`src/rtl/neuron.sv`:
```
// Pipelined multiply-accumulate neuron: dot product, adder tree, shift, bias add and saturation.
// Define NEURON_RELU_EN to clamp negative results to zero in the output stage.
package cnn1d_pkg;
  localparam int DATA_WIDTH = 16;
endpackage

module neuron #(
  parameter int NUM_INPUTS = 1,
  parameter int DATA_WIDTH = cnn1d_pkg::DATA_WIDTH,
  parameter int FRAC_BITS  = 0
) (
  input  logic                         clk,
  input  logic                         rst,
  output logic                         neuron_ready_in,
  input  logic                         neuron_valid_in,
  input  logic signed [DATA_WIDTH-1:0] neuron_data_in [0:NUM_INPUTS-1],
  input  logic signed [DATA_WIDTH-1:0] neuron_weights [0:NUM_INPUTS-1],
  input  logic signed [DATA_WIDTH-1:0] neuron_bias,
  input  logic                         neuron_ready_out,
  output logic                         neuron_valid_out,
  output logic signed [DATA_WIDTH-1:0] neuron_data_out
);

  localparam int K      = $clog2(NUM_INPUTS);
  localparam int PROD_W = 2 * DATA_WIDTH;
  localparam int SUM_W  = PROD_W + K + 1;
  localparam int HALF_N = (NUM_INPUTS + 1) / 2;

  localparam logic signed [SUM_W-1:0] SAT_MAX =
    {{(SUM_W - DATA_WIDTH + 1){1'b0}}, {(DATA_WIDTH - 1){1'b1}}};
  localparam logic signed [SUM_W-1:0] SAT_MIN =
    {{(SUM_W - DATA_WIDTH + 1){1'b1}}, {(DATA_WIDTH - 1){1'b0}}};

  // Number of live operands at a given tree level (level 0 holds the products).
  function automatic int level_count(input int lv);
    return (NUM_INPUTS + (1 << lv) - 1) >> lv;
  endfunction

  function automatic int pair_hi(input int j);
    return (2 * j + 1 < NUM_INPUTS) ? 2 * j + 1 : 2 * j;
  endfunction

  logic signed [SUM_W-1:0]      tree        [0:K][0:NUM_INPUTS-1];
  logic signed [DATA_WIDTH-1:0] stage_bias  [0:K];
  logic        [K:0]            stage_valid;
  logic signed [PROD_W-1:0]     product     [0:NUM_INPUTS-1];
  logic signed [SUM_W-1:0]      shifted;
  logic signed [SUM_W-1:0]      biased;
  logic signed [DATA_WIDTH-1:0] saturated;
  logic signed [DATA_WIDTH-1:0] activated;
  logic                         enable;

  assign enable          = !neuron_valid_out || neuron_ready_out;
  assign neuron_ready_in = enable && !rst;

  // Operands are sign-extended to full product width so the multiply is exact.
  always_comb begin
    for (int i = 0; i < NUM_INPUTS; i++) begin
      product[i] = $signed(
        {{DATA_WIDTH{neuron_data_in[i][DATA_WIDTH-1]}}, neuron_data_in[i]} *
        {{DATA_WIDTH{neuron_weights[i][DATA_WIDTH-1]}}, neuron_weights[i]});
    end
  end

  always_comb begin
    shifted   = tree[K][0] >>> FRAC_BITS;
    biased    = shifted + $signed({{(SUM_W - DATA_WIDTH){stage_bias[K][DATA_WIDTH-1]}},
                                   stage_bias[K]});
    saturated = biased[DATA_WIDTH-1:0];
    if (biased > SAT_MAX) begin
      saturated = SAT_MAX[DATA_WIDTH-1:0];
    end else if (biased < SAT_MIN) begin
      saturated = SAT_MIN[DATA_WIDTH-1:0];
    end
`ifdef NEURON_RELU_EN
    activated = saturated[DATA_WIDTH-1] ? '0 : saturated;
`else
    activated = saturated;
`endif
  end

  // The whole pipeline shares one enable, so a downstream stall freezes every stage at once.
  always_ff @(posedge clk or posedge rst) begin
    if (rst) begin
      stage_valid      <= '0;
      neuron_valid_out <= 1'b0;
      neuron_data_out  <= '0;
      for (int lv = 0; lv <= K; lv++) begin
        stage_bias[lv] <= '0;
        for (int j = 0; j < NUM_INPUTS; j++) begin
          tree[lv][j] <= '0;
        end
      end
    end else if (enable) begin
      stage_valid[0] <= neuron_valid_in;
      if (neuron_valid_in) begin
        stage_bias[0] <= neuron_bias;
        for (int i = 0; i < NUM_INPUTS; i++) begin
          tree[0][i] <= {{(SUM_W - PROD_W){product[i][PROD_W-1]}}, product[i]};
        end
      end
      for (int lv = 1; lv <= K; lv++) begin
        stage_valid[lv] <= stage_valid[lv-1];
        stage_bias[lv]  <= stage_bias[lv-1];
        for (int j = 0; j < HALF_N; j++) begin
          if (2 * j + 1 < level_count(lv - 1)) begin
            tree[lv][j] <= tree[lv-1][2*j] + tree[lv-1][pair_hi(j)];
          end else if (2 * j < level_count(lv - 1)) begin
            tree[lv][j] <= tree[lv-1][2*j];
          end else begin
            tree[lv][j] <= '0;
          end
        end
      end
      neuron_valid_out <= stage_valid[K];
      if (stage_valid[K]) begin
        neuron_data_out <= activated;
      end
    end
  end

endmodule

```
`config.mk`:
```
export PLATFORM = sky130hd
export DESIGN_NAME = neuron
export DESIGN_NICKNAME = d
export VERILOG_FILES = /design/src/rtl/neuron.sv
export SDC_FILE = /design/constraint.sdc
export NUM_CORES = 1
export LEC_CHECK = 0
export CAP_MARGIN = 20
export CORE_MARGIN = 5
export CORE_UTILIZATION = 40
export DETAILED_ROUTE_END_ITERATION = 10
export PLACE_DENSITY_LB_ADDON = 0.25
export SYNTH_ARGS = -nofsm -noshare
export SYNTH_HDL_FRONTEND = slang
export SYNTH_SLANG_ARGS = --single-unit
```
`constraint.sdc`:
```
create_clock -name clk -period 9.5 [get_ports clk]
set_clock_uncertainty 0.2 [all_clocks]
set_input_delay 1.9 -clock clk [delete_from_list [all_inputs] [get_ports clk]]
set_output_delay 1.9 -clock clk [all_outputs]
set_load 0.1 [all_outputs]
```
==> impl_metrics.ini, run 1 <==
[yosys]
synth_top_area_share_pct = 36.7
top_reg_cell_synth = sky130_fd_sc_hd__dfrtp_1
synth.distinct_cells = 65
post-synth-top-area-cell = sky130_fd_sc_hd__fa_1
synth_cells = 1584
asyncSetResetFlopFracSynth_pct = 100
synth-seq-cells = 66
syn-cell-area_um2 = 14300
synthTopCellsByArea = sky130_fd_sc_hd__fa_1 (37%), sky130_fd_sc_hd__dfrtp_1 (12%), sky130_fd_sc_hd__ha_1 (9.9%)
ys_warn_count = 0
synth_edf_count = 0
synth-seq-area-share_pct = 11.5
syn_nets = 2013
postSynthAreaPerCell_um2 = 9.05

[place]
hpwlAfterDp_um = 28500
gp_congestion = 0.851
port_buffers = 69

[worst_setup_path]
criticalPathCategory = input port to flop
crit_chain = clkdlybuf4s50_1 > nand2_1 > fa_1 > inv_1 > fa_1 > fa_1 > fa_1 > fa_1 > inv_1 > fa_1 > inv_1 > ha_1 > a21o_1 > a21o_1 > a21oi_1 > or3b_2 > o2111a_1 > or4_1 > nand3_1 > a21oi_1 > xor2_1 > o21ai_0
worstPathArrival_ps = 8480
endpoint_kind = flop
setup.worst_path.start_class = input port
path_max_fanout = 16
timing.critical_path.mode_cell = sky130_fd_sc_hd__fa_1
max_stage_delay_ps = 930
critical_path.slowest_cell = sky130_fd_sc_hd__clkdlybuf4s50_1
cp_data_required_time_ps = 9480

[detailed_routing]
pre_repair_dr_iteration_count = 9
route.detailed.wl_per_inst_um = 16.2
drt_first_iter_violations = 528
wl_um = 33800
post_drt_via_cell_ratio = 5.08
met3_length_um = 886
met1_routed_length_um = 15100
num_vias = 10600
route.detailed.drc = 0
top_layer_used = met4
drt.antenna.violating_nets = 0
met2_wirelength_um = 17400

[global_routing]
grt_antenna_before_repair = 0
vias_in_the_first_global_route = 11000
overflow = 0
grt_pass1_wl_um = 56300
largest_net_degree_at_the_start_of_global_routing = 76
gr-usage-all-layers_pct = 17.5

[cells_and_area]
final_layout_size_suffix_gt1_share_pct = 4.72
mostFrequentLayoutCells = sky130_fd_sc_hd__inv_1 (332), sky130_fd_sc_hd__fa_1 (263), sky130_fd_sc_hd__nand2_1 (169)
final_common_cell = sky130_fd_sc_hd__inv_1
syn2layout_area_growth_pct = 10.2
fin_nets = 2055
seq_area_um2 = 1650
final.fill_count = 3508
num_antenna_cells = 0
multi_input_logic_area_um2 = 11200

[clocking]
clock_insertion_delay_worst_skew_ps = 330
cts.sinks = 66
tritoncts = built
total_clock_buffers_created_by_cts = 9
htree_num_levels = 3
gates_resized_cts_repair = 0
postCtsSetupRepairBufs = 0
clk_transition_reported_paths_ps = 60
ctsRootBufferMaster = sky130_fd_sc_hd__clkbuf_16
cts_max_path_buffers = 2
cts_hold_repair.buffers = 0

[sta]
slew_headroom_pct = 32.9
report.final.hold_viol_count = 0
min_period_over_period_pct = 89.4
setup_viol = 0
grt_setup_unrepaired = false
max_slew.worst_pin.slew_ps = 1000
maxSlewViolCount = 0
setup_tns_after_final_layout_ps = 0
max_clock_freq_ghz = 0.118
min_period_ps = 8500

[floorplanning]
row_count = 69
die_area_um2 = 39700
fp.dieH_um = 199
initial_core_util_pct = 40.4
placeableCoreArea_um2 = 35500
die_x_um = 199
floorplan.io_pins = 70

[run_status]
status = complete, no violations

[job]
max_cap_viol_count = 0

[worst_hold_path]
min_path_type = flop to flop
==> area by class of cell <==
cell class	count	share of cell area [%]
Clock buffer	10	1.51
Timing Repair Buffer	82	4.99
Tap cell	461	3.65
Inverter	333	7.91
Clock inverter	6	0.412
Multi-Input combinational cell	1134	71.1
Sequential cell	66	10.5
==> metrics by stage <==
step	worst slack [ps]	hold slack [ps]	std cells	cell area, um^2	utilization, %
floorplan	1740	229	1584	14300	-
global placement	735	243	2076	15500	43.7
detailed placement	637	262	2076	15500	43.7
CTS	973	276	2092	15800	44.5
global route	575	295	2092	15800	44.5
finish	1000	269	2092	15800	44.5
==> synthesized netlist by cell type (6+ instances only) <==
master	instances
sky130_fd_sc_hd__inv_1	333
sky130_fd_sc_hd__fa_1	263
sky130_fd_sc_hd__nand2_1	170
sky130_fd_sc_hd__and2_1	137
sky130_fd_sc_hd__ha_1	114
sky130_fd_sc_hd__o21ai_0	71
sky130_fd_sc_hd__dfrtp_1	66
sky130_fd_sc_hd__nor2_1	56
sky130_fd_sc_hd__a21oi_1	48
sky130_fd_sc_hd__clkbuf_1	47
sky130_fd_sc_hd__xnor2_1	43
sky130_fd_sc_hd__mux2_2	22
sky130_fd_sc_hd__a21o_1	21
sky130_fd_sc_hd__xor2_1	18
sky130_fd_sc_hd__nand3_1	15
sky130_fd_sc_hd__a211oi_1	14
sky130_fd_sc_hd__nor3_1	14
sky130_fd_sc_hd__o211ai_1	11
sky130_fd_sc_hd__o22ai_2	10
sky130_fd_sc_hd__nand2b_1	9
sky130_fd_sc_hd__o21a_1	8
sky130_fd_sc_hd__o21bai_1	8
sky130_fd_sc_hd__a211o_1	6
sky130_fd_sc_hd__nand4_1	6
sky130_fd_sc_hd__o22ai_1	6
==> worst max-delay path: cells and delay by family <==
family,cells,cell delay [ps]
adder cells (fa/ha/maj),7,3350
buffers and inverters,4,1070
AND/OR/NAND/NOR,4,1330
AO/OA/AOI/OAI,6,660
XOR/XNOR,1,140
==> sequential cells by signal, summed over array words and instances (netlist names) <==
name and count:
stage_bias 16, shifted 32, stage_valid 1, neuron_data_out 16
neuron_valid_out 1
==> final timing paths <==
kind,start,end,slack [ps],cells after the start
max,neuron_weights[7],shifted[29]$_DFFE_PP0P_,1000,22
max reg2reg,stage_bias[15]$_DFFE_PP0P_,neuron_data_out[2]$_DFFE_PP0P_,4090,11
min reg2reg,stage_valid$_DFFE_PP0N_,neuron_valid_out$_DFFE_PP0N_,270,2
min in group asynchronous,rst,stage_bias[0]$_DFFE_PP0P_,1930,3
min,stage_valid$_DFFE_PP0N_,neuron_valid_out$_DFFE_PP0N_,270,2
max in group asynchronous,rst,shifted[22]$_DFFE_PP0P_,6590,3
==> per-layer routing <==
metal / track usage, % / vias to the layer above
li1: - / 5026
met1: 24.5 / 5390
met2: 30.4 / 168
met3: 1.25 / 36
met4: 3.39 / 0
met5: 0 / -
==> cell families (layout without fill, tap and decap cells) <==
logic type	count (synthesis)	in the layout	share of synthesized area, %
fa+ha+maj	377	377	46.7
flops	66	66	11.5
simple gates	437	437	15.0
xor+xnor	61	61	3.73
buf+inv	384	431	10.1
compound gates	237	237	11.2
mux	22	22	1.73
Power of run 1 is not shown: default switching activity piles up to over one toggle a cycle in this logic, so the estimate is an artifact.
==> inputs of run 2 (changes only) <==
==> constraint.sdc (replaced) <==
create_clock -name clk -period 9.5 [get_ports clk]
set_clock_uncertainty 0.2 [all_clocks]
set_input_delay 0.95 -clock clk [delete_from_list [all_inputs] [get_ports clk]]
set_output_delay 0.95 -clock clk [all_outputs]
set_load 0.1 [all_outputs]
==> impl_metrics.ini, run 2 (same netlist as run 1, synthesis figures left out) <==
[run_status]
status = complete, no violations

[cells_and_area]
syn2layout_area_growth_pct = 9.98
seq_area_um2 = 1650
stdcell_count = 2082
largest_reg_flops = 32
multi_input_logic_area_um2 = 11200
final_layout_size_suffix_gt1_share_pct = 4.07
num_antenna_cells = 0
final.fill_count = 3467
mostFrequentLayoutCells = sky130_fd_sc_hd__inv_1 (332), sky130_fd_sc_hd__fa_1 (263), sky130_fd_sc_hd__nand2_1 (169)
final_common_cell = sky130_fd_sc_hd__inv_1
fin_nets = 2045

[job]
max_cap_viol_count = 0

[worst_hold_path]
min_path_type = flop to flop
hold_start = stage_valid$_DFFE_PP0N_

[sta]
max_slew.worst_pin.slew_ps = 1010
report.final.hold_viol_count = 0
min_period_ps = 7680
setup_viol = 0
grt_setup_unrepaired = false
max_clock_freq_ghz = 0.130
setup_tns_after_final_layout_ps = 0
worst_slack_ps = 1820
min_period_over_period_pct = 80.8
slew_headroom_pct = 32.3
maxSlewViolCount = 0

[worst_setup_path]
crit_chain = clkdlybuf4s50_1 > and2_1 > fa_1 > inv_1 > fa_1 > fa_1 > inv_1 > fa_1 > fa_1 > fa_1 > ha_1 > a21o_1 > a21o_1 > a221o_1 > a31oi_1 > o2111a_1 > or4_1 > nand4_1 > a21oi_1 > xnor2_1 > o21ai_0
max_stage_delay_ps = 760
criticalPathCategory = input port to flop
worst_setup_path_startpoint = neuron_data_in[8]
worst-path-buf-inv = 3
critical_path.reg2reg.startpoint = stage_bias[15]$_DFFE_PP0P_
setup.worst_path.start_class = input port
worstPathArrival_ps = 7660
path_max_fanout = 16
critical_path.slowest_cell = sky130_fd_sc_hd__clkdlybuf4s50_1
timing.critical_path.mode_cell = sky130_fd_sc_hd__fa_1
path_delay_family = adder cells
endpoint_kind = flop
cp_data_required_time_ps = 9480

[detailed_routing]
route.detailed.wl_per_inst_um = 16.3
drt_first_iter_violations = 648
pre_repair_dr_iteration_count = 5
post_drt_via_cell_ratio = 5.11
num_vias = 10600
route.detailed.drc = 0
drt.antenna.violating_nets = 0
wl_um = 33900

[global_routing]
overflow = 0
grt_pass1_wl_um = 57200
largest_net_degree_at_the_start_of_global_routing = 76
grt_antenna_before_repair = 0
gr-usage-all-layers_pct = 17.8
vias_in_the_first_global_route = 11100

[clocking]
total_clock_buffers_created_by_cts = 9
clock_insertion_delay_worst_skew_ps = 330
ctsRootBufferMaster = sky130_fd_sc_hd__clkbuf_16
cts_hold_repair.buffers = 0
clk_transition_reported_paths_ps = 60
htree_num_levels = 3
tritoncts = built
cts_max_path_buffers = 2
gates_resized_cts_repair = 0
cts.sinks = 66
postCtsSetupRepairBufs = 0

[place]
hpwlAfterDp_um = 28200
port_buffers = 69
dp_cells = 2066
gp_congestion = 0.867
pre_cts_ws_ps = 1430

[floorplanning]
row_count = 69
die_area_um2 = 39700
initial_core_util_pct = 40.4
floorplan.io_pins = 70
die_x_um = 199
fp.dieH_um = 199
placeableCoreArea_um2 = 35500
==> run 2: cell count changes in the layout (fill, tap and decap cells not counted) <==
cell                        change
sky130_fd_sc_hd__clkinv_2       -2
sky130_fd_sc_hd__clkbuf_1       +1
sky130_fd_sc_hd__bufinv_16      +2
sky130_fd_sc_hd__buf_4         -10
sky130_fd_sc_hd__inv_6          -1
sky130_fd_sc_hd__clkbuf_8       -1
sky130_fd_sc_hd__clkinv_4       +1
==> run 2: routing by layer <==
metal / vias up / GRT usage (%) / share of wire, %
li1: 5009 / - / -
met1: 5417 / 25.0 / 45
met2: 170 / 30.4 / 50
met3: 38 / 1.62 / 3.0
met4: 0 / 3.65 / 1.6
met5: - / 0 / 0
==> run 2: final timing paths <==
kind | to | slack [ps] | cells after the start
max | shifted[31]$_DFFE_PP0P_ | 1820 | 21
min | neuron_valid_out$_DFFE_PP0N_ | 270 | 2
max reg2reg | neuron_data_out[3]$_DFFE_PP0P_ | 4140 | 11
min reg2reg | neuron_valid_out$_DFFE_PP0N_ | 270 | 2
max in group asynchronous | shifted[23]$_DFFE_PP0P_ | 7550 | 3
min in group asynchronous | shifted[2]$_DFFE_PP0P_ | 970 | 3
==> run 2: worst min-delay path, stage by stage (launching register included) <==
cell	delay (ps)
sky130_fd_sc_hd__dfrtp_1	330
sky130_fd_sc_hd__inv_1	50
sky130_fd_sc_hd__nand2_1	50
==> run 2: stage by stage <==
stage               utilization, %  area [um^2]  hold WS, ps
finish                        44.4        15800          270
global route                  44.4        15800          286
CTS                           44.4        15800          268
detailed placement            43.5        15400          255
global placement              43.5        15400          244
floorplan                        -        14300          229
==> run 2: area by class of cell <==
cell class	count	area share [%]
multi-input cells	1134	71.2
flip-flops and latches	66	10.5
inverters	333	7.93
repair buffers	72	4.52
well taps	461	3.66
clock buffers	10	1.45
clock inverters	6	0.730
Power of run 2 is left out for the same reason.
==> inputs of run 3 (changes only) <==
==> constraint.sdc (replaced) <==
create_clock -name clk -period 7.26 [get_ports clk]
set_clock_uncertainty 0.2 [all_clocks]
set_input_delay 0.726 -clock clk [delete_from_list [all_inputs] [get_ports clk]]
set_output_delay 0.726 -clock clk [all_outputs]
set_load 0.1 [all_outputs]
==> impl_metrics.ini, run 3 (same netlist as run 1, synthesis figures left out) <==
[worst_setup_path]
cp_data_required_time_ps = 7250
worstPathArrival_ps = 6950
endpoint_kind = flop
setup.worst_path.start_class = input port
criticalPathCategory = input port to flop
path_max_fanout = 5

[sta]
min_period_over_period_pct = 95.7
min_period_ps = 6950
slew_headroom_pct = 32.7
maxSlewViolCount = 0
max_clock_freq_ghz = 0.144
report.final.hold_viol_count = 0
max_slew.worst_pin.slew_ps = 1010
grt_setup_unrepaired = false
setup_viol = 0

[global_routing]
overflow = 0
largest_net_degree_at_the_start_of_global_routing = 68
gr-usage-all-layers_pct = 17.4
grt_pass1_wl_um = 56500
grt_antenna_before_repair = 1
vias_in_the_first_global_route = 11400

[floorplanning]
row_count = 69
die_area_um2 = 39700
fp.dieH_um = 199
floorplan.io_pins = 70
placeableCoreArea_um2 = 35500
die_x_um = 199
initial_core_util_pct = 40.4

[detailed_routing]
post_drt_via_cell_ratio = 5.01
pre_repair_dr_iteration_count = 5
wl_um = 32800
route.detailed.wl_per_inst_um = 15.2
num_vias = 10800
drt.antenna.violating_nets = 0
route.detailed.drc = 0
drt_first_iter_violations = 469

[clocking]
htree_num_levels = 3
cts_hold_repair.buffers = 0
clk_transition_reported_paths_ps = 60
cts_max_path_buffers = 2
tritoncts = built
clock_insertion_delay_worst_skew_ps = 340
ctsRootBufferMaster = sky130_fd_sc_hd__clkbuf_16
cts.sinks = 66
total_clock_buffers_created_by_cts = 9

[cells_and_area]
final_common_cell = sky130_fd_sc_hd__inv_1
layout.cell_area.non_filler_um2 = 16400
multi_input_logic_area_um2 = 11200
syn2layout_area_growth_pct = 14.3
final_layout_size_suffix_gt1_share_pct = 8.64
mostFrequentLayoutCells = sky130_fd_sc_hd__inv_1 (332), sky130_fd_sc_hd__fa_1 (263), sky130_fd_sc_hd__nand2_1 (169)
fin_nets = 2126
seq_area_um2 = 1650
final.fill_count = 3498
largest_reg_flops = 32

[run_status]
status = complete, no violations

[job]
max_cap_viol_count = 0

[place]
gp_congestion = 0.902
hpwlAfterDp_um = 28300
place_area_um2 = 16100
port_buffers = 69

[worst_hold_path]
min_path_type = flop to flop
[run 3: cell count changes in the layout (fill, tap and decap cells not counted), moves of 2 or more]
cell | previous run | this run
sky130_fd_sc_hd__dlymetal6s2s_1 | 0 | 6
sky130_fd_sc_hd__buf_12 | 0 | 2
sky130_fd_sc_hd__clkinv_2 | 0 | 2
sky130_fd_sc_hd__buf_4 | 3 | 82
sky130_fd_sc_hd__clkdlybuf4s50_1 | 69 | 63
[run 3: path summary, 6_finish.rpt]
check | startpoint | end | slack [ps] | depth (start not counted)
max reg2reg | stage_bias[15]$_DFFE_PP0P_ | neuron_data_out[2]$_DFFE_PP0P_ | 2300 | 11
min in group asynchronous | rst | neuron_data_out[3]$_DFFE_PP0P_ | 760 | 3
min | stage_valid$_DFFE_PP0N_ | neuron_valid_out$_DFFE_PP0N_ | 270 | 2
max in group asynchronous | rst | shifted[23]$_DFFE_PP0P_ | 5520 | 3
min reg2reg | stage_valid$_DFFE_PP0N_ | neuron_valid_out$_DFFE_PP0N_ | 270 | 2
max | neuron_data_in[14] | shifted[29]$_DFFE_PP0P_ | 310 | 23
[run 3: area by class of cell]
type	count	share of cell area (%)
multi-input cells	1134	68.5
flip-flops and latches	66	10.1
repair buffers	153	8.30
inverters	333	7.62
well taps	461	3.52
clock buffers	10	1.46
clock inverters	5	0.481
diodes	1	0.0153
[run 3: layer usage]
| metal | track usage [%] | vias to the layer above | part of all wire, % |
|---|---|---|---|
| li1 | - | 5167 | - |
| met1 | 24.3 | 5532 | 46 |
| met2 | 30.5 | 123 | 51 |
| met3 | 1.58 | 14 | 2.5 |
| met4 | 1.85 | 0 | 0.74 |
| met5 | 0 | - | 0 |
[run 3: worst max-delay path: stages]
cell and delay [ps]:
sky130_fd_sc_hd__clkdlybuf4s50_1 560, sky130_fd_sc_hd__and2_1 260, sky130_fd_sc_hd__fa_1 540, sky130_fd_sc_hd__inv_1 50, sky130_fd_sc_hd__fa_1 490, sky130_fd_sc_hd__fa_1 510
sky130_fd_sc_hd__inv_1 50, sky130_fd_sc_hd__fa_1 480, sky130_fd_sc_hd__fa_1 490, sky130_fd_sc_hd__inv_1 50, sky130_fd_sc_hd__fa_1 470, sky130_fd_sc_hd__inv_1 40
sky130_fd_sc_hd__ha_1 280, sky130_fd_sc_hd__a21o_1 110, sky130_fd_sc_hd__a21o_1 130, sky130_fd_sc_hd__a21oi_1 80, sky130_fd_sc_hd__or3b_2 490, sky130_fd_sc_hd__o2111a_1 180
sky130_fd_sc_hd__or4_1 570, sky130_fd_sc_hd__nand3_1 100, sky130_fd_sc_hd__a21oi_1 80, sky130_fd_sc_hd__xor2_1 130, sky130_fd_sc_hd__o21ai_0 80
[run 3: metrics by stage]
step	cells	hold slack (ps)	setup slack (ps)	util, %	TNS, ps
after global routing	2163	317	1.38	46.2	0
after global placement	2147	248	5.91	45.3	0
final	2163	267	309	46.2	0
after CTS	2162	272	277	46.2	0
after detailed placement	2147	258	-58.3	45.3	-184
after floorplan	1584	229	669	-	0
[run 3: repair_timing]
action                                 CTS  global route
gates resized for setup                  0             6
setup endpoints to repair                0             2
endpoints found under the hold margin    0             0
setup buffers                            0             0
Power of run 3 is left out for the same reason.
==> RTL edit 1 (flow settings as in run 3) <==
The parameter `NUM_INPUTS` goes from 1 to 2.
--- a/src/rtl/neuron.sv
+++ b/src/rtl/neuron.sv
@@ -7,3 +7,3 @@
 module neuron #(
-  parameter int NUM_INPUTS = 1,
+  parameter int NUM_INPUTS = 2,
   parameter int DATA_WIDTH = cnn1d_pkg::DATA_WIDTH,
Ports: changed (resized neuron_data_in and neuron_weights); port bits go from 70 to 102. No check against the original RTL was run, so the function may have changed too.
==> RTL edit 1 against run 3 <==
  * Global-route usage rose by 0.64 points
  * Critical path depth rose by 2
  * Setup slack got worse by 0.11 ns
  * Wire length rose by 99%
  * Area after synthesis rose by 97%
  * Sequential cell count rose by 82
  * Die area rose by 92%
  * Critical path type unchanged
  * Cell area rose by 97%
Power is left out: the tool's default activity adds up to more than one toggle a clock period on the data nets, which glitch-free logic cannot reach.
==> RTL edit 1: results <==
export IMPL_grt_pass1_wl_um=112000
export IMPL_ys_types=76
export IMPL_synthXorXnorAreaFrac=0.0381
export IMPL_path_max_fanout=7
export IMPL_synth_nets=3922
export IMPL_synth_compound_gate_area_share=0.0958
export IMPL_status="finished, final reports clean"
export IMPL_layout_drive_gt1_share=0.0898
export IMPL_worstPathArrival_ns=7.13
export IMPL_yosysSeqAreaShare=0.131
export IMPL_gp_congestion=0.880
export IMPL_ctsHtreeMaxLevel=4
export IMPL_cp_slowest_cell="clkdlybuf4s50_1"
export IMPL_synth_fa_ha_area_frac=0.474
export IMPL_yosys_top_cells_count="inv_1, fa_1, nand2_1"
export IMPL_drt_iter0_drc=1152
export IMPL_post_drt_via_cell_ratio=4.89
export IMPL_ys_top_cells_by_area="fa_1, dfrtp_1, ha_1, inv_1, nand2_1"
export IMPL_antennaDiodeCount=0
export IMPL_grt_start_max_net_pins=86
export IMPL_clock_latency_ns=0.43
export IMPL_drt_total_wl_um=65300
export IMPL_grt_pass1_vias=22200
export IMPL_max_slew_margin_rel=0.323
export IMPL_grt_use_total=0.180
export IMPL_cts_buffers=17
export IMPL_place_hpwl_um=55700
export IMPL_post_dp_cell_area_um2=31700
==> RTL edit 1: cell count changes in the layout (fill, tap and decap cells not counted), sizes merged, moves of 43 or more <==
cell	run 3	this run
dfrtp	66	148
buf	84	197
a21oi	49	120
ha	114	229
o21ai	73	116
and2	138	251
fa	263	526
inv	333	600
nand2	170	431
==> RTL edit 1: path summary, 6_finish.rpt <==
kind	start	endpoint	slack, ns	cells past startpoint
setup reg to reg	stage_bias[15]	neuron_data_out[10]	2.35	12
hold / removal	stage_bias[27]	stage_bias[11]	0.27	2
min in group asynchronous	rst	stage_bias[22]	0.66	2
hold reg to reg	stage_bias[27]	stage_bias[11]	0.27	2
setup / recovery	neuron_data_in[10]	tree[96]	0.20	25
max in group asynchronous	rst	shifted[19]	4.88	3
==> RTL edit 1: metal layers <==
metal | track usage | share of wire | vias up
li1 | - | - | 9991
met1 | 0.249 | 0.46 | 10500
met2 | 0.315 | 0.50 | 263
met3 | 0.0163 | 0.027 | 59
met4 | 0.0311 | 0.017 | 0
met5 | 0 | 0 | -
==> RTL edit 1: through the flow <==
step           instances  hold WS [ns]  setup TNS (ns)
4_1_cts             4249         0.278               0
3_5_place_dp        4220         0.264           -1.57
6_report            4249         0.269               0
3_3_place_gp        4220         0.256           -1.21
2_1_floorplan       3083         0.240               0
5_1_grt             4249         0.289         -0.0120
==> RTL edit 1: cell type report <==
type	instances	area [µm²]
clock buffers	21	460
clock inverters	8	80.1
fillers	6843	37800
inverters	599	2250
multi-input cells	2235	21900
flip-flops and latches	148	3700
well taps	940	1180
repair buffers	298	2640
==> RTL edit 1: repair_timing <==
action / CTS / global route
resized for setup: 0 / 10
hold endpoints to repair: 0 / 0
endpoints found under the setup margin: 0 / 9
==> RTL edit 2 (config.mk and constraints of run 3) <==
Without the edit above. Reset style: synchronous (`rst`), changed in one clocked block.
--- a/src/rtl/neuron.sv
+++ b/src/rtl/neuron.sv
@@ -82,3 +82,3 @@
   // The whole pipeline shares one enable, so a downstream stall freezes every stage at once.
-  always_ff @(posedge clk or posedge rst) begin
+  always_ff @(posedge clk) begin
     if (rst) begin
Check against the original RTL: differs if rst is asserted again (counterexample within 4 cycles, from zero or initial values and one cycle with rst high); with rst held inactive, the same outputs for 10 cycles.
==> RTL edit 2 against run 3 <==
  * Setup slack got worse by 0.055 ns
  * Area after synthesis is 0.72% higher
  * Wire length rose by 3.4%
  * Cell area rose by 1.2%
  * Count of clock-buffer cells in the layout is 1 higher
  * Sequential cell count unchanged
  * Critical path type unchanged
  * Highest routed layer unchanged
Power is left out: the tool's default activity adds up to more than one toggle a clock period on the data nets, which glitch-free logic cannot reach.
==> RTL edit 2: results <==
export IMPL_async_flop_share=0
export IMPL_max_slew_margin_rel=0.332
export IMPL_reg2reg_to="neuron_data_out[7]"
export IMPL_synthXorXnorAreaFrac=0.0376
export IMPL_status="finished, final reports clean"
export IMPL_timing_reg2reg_worst_path_depth=12
export IMPL_met1_usage=0.269
export IMPL_path_max_fanout=6
export IMPL_syn_inst=1555
export IMPL_synth_fa_ha_area_frac=0.463
export IMPL_gp_congestion=0.869
export IMPL_grt_pass1_vias=11300
export IMPL_grt_start_max_net_pins=42
export IMPL_grt_use_total=0.178
export IMPL_ys_top_cells_by_area="fa_1, edfxtp_1, ha_1, inv_1, and2_1"
export IMPL_fin_cells=2151
export IMPL_post_dp_cell_area_um2=16300
export IMPL_cp_endpoint="tree[0][31]"
export IMPL_cp_slowest_stage_delay_ns=0.53
export IMPL_met2_usage=0.283
export IMPL_gr_usage_met3=0.0181
export IMPL_cts_resized=0
export IMPL_antenna_found_initial=0
export IMPL_dr_wl_met2_um=15300
export IMPL_layout_drive_gt1_share=0.0899
export IMPL_synth_edf_count=48
export IMPL_ys_flop_type="edfxtp_1"
export IMPL_min_from="stage_valid"
export IMPL_cp_slowest_cell="fa_1"
export IMPL_yosysSeqAreaShare=0.125
export IMPL_yosys_top_cells_count="inv_1, fa_1, nand2_1"
export IMPL_dr_pass1_iters=7
export IMPL_place_hpwl_um=29400
export IMPL_m1WireLength_um=17200
export IMPL_synth_nets=1984
export IMPL_ys_types=76
export IMPL_pre_cts_slack_ns=-0.289
export IMPL_placedCellCount=2135
export IMPL_fillers=3456
export IMPL_fin_crit_sh=0.965
export IMPL_synth_compound_gate_area_share=0.100
export IMPL_synth_area_um2=14400
export IMPL_drt_iter0_drc=583
export IMPL_drt_total_wl_um=33900
export IMPL_grt_pass1_wl_um=58000
export IMPL_synthMuxAreaShare=0.000693
## RTL edit 2: cell count changes in the layout (fill, tap and decap cells not counted), moves of 10 or more
cell,before,now
and3_1,4,30
buf_4,82,105
dfrtp_1,66,0
dfxtp_1,0,18
edfxtp_1,0,48
inv_1,332,321
mux2_2,22,0
nand2_1,169,152
o211ai_1,11,1
o21ai_0,71,23
o21bai_1,8,28
o22ai_2,10,0
o32ai_2,0,10
## RTL edit 2: final cells by class
cell class	instances	area [µm²]	area share
timing repair buffer	177	1550	0.0937
inverter	321	1200	0.0726
clock inverter	5	53.8	0.00324
sequential	66	1800	0.109
clock buffer	11	233	0.0140
tap	461	577	0.0348
multi-input combinational	1110	11200	0.673
## RTL edit 2: worst min-delay path by stage
stage / endpoint / slack (ns)
finish: stage_valid / 0.27
global route: stage_valid / 0.32
CTS: stage_valid / 0.27
detailed placement: stage_valid / 0.26
global placement: stage_valid / 0.25
floorplan: stage_valid / 0.25
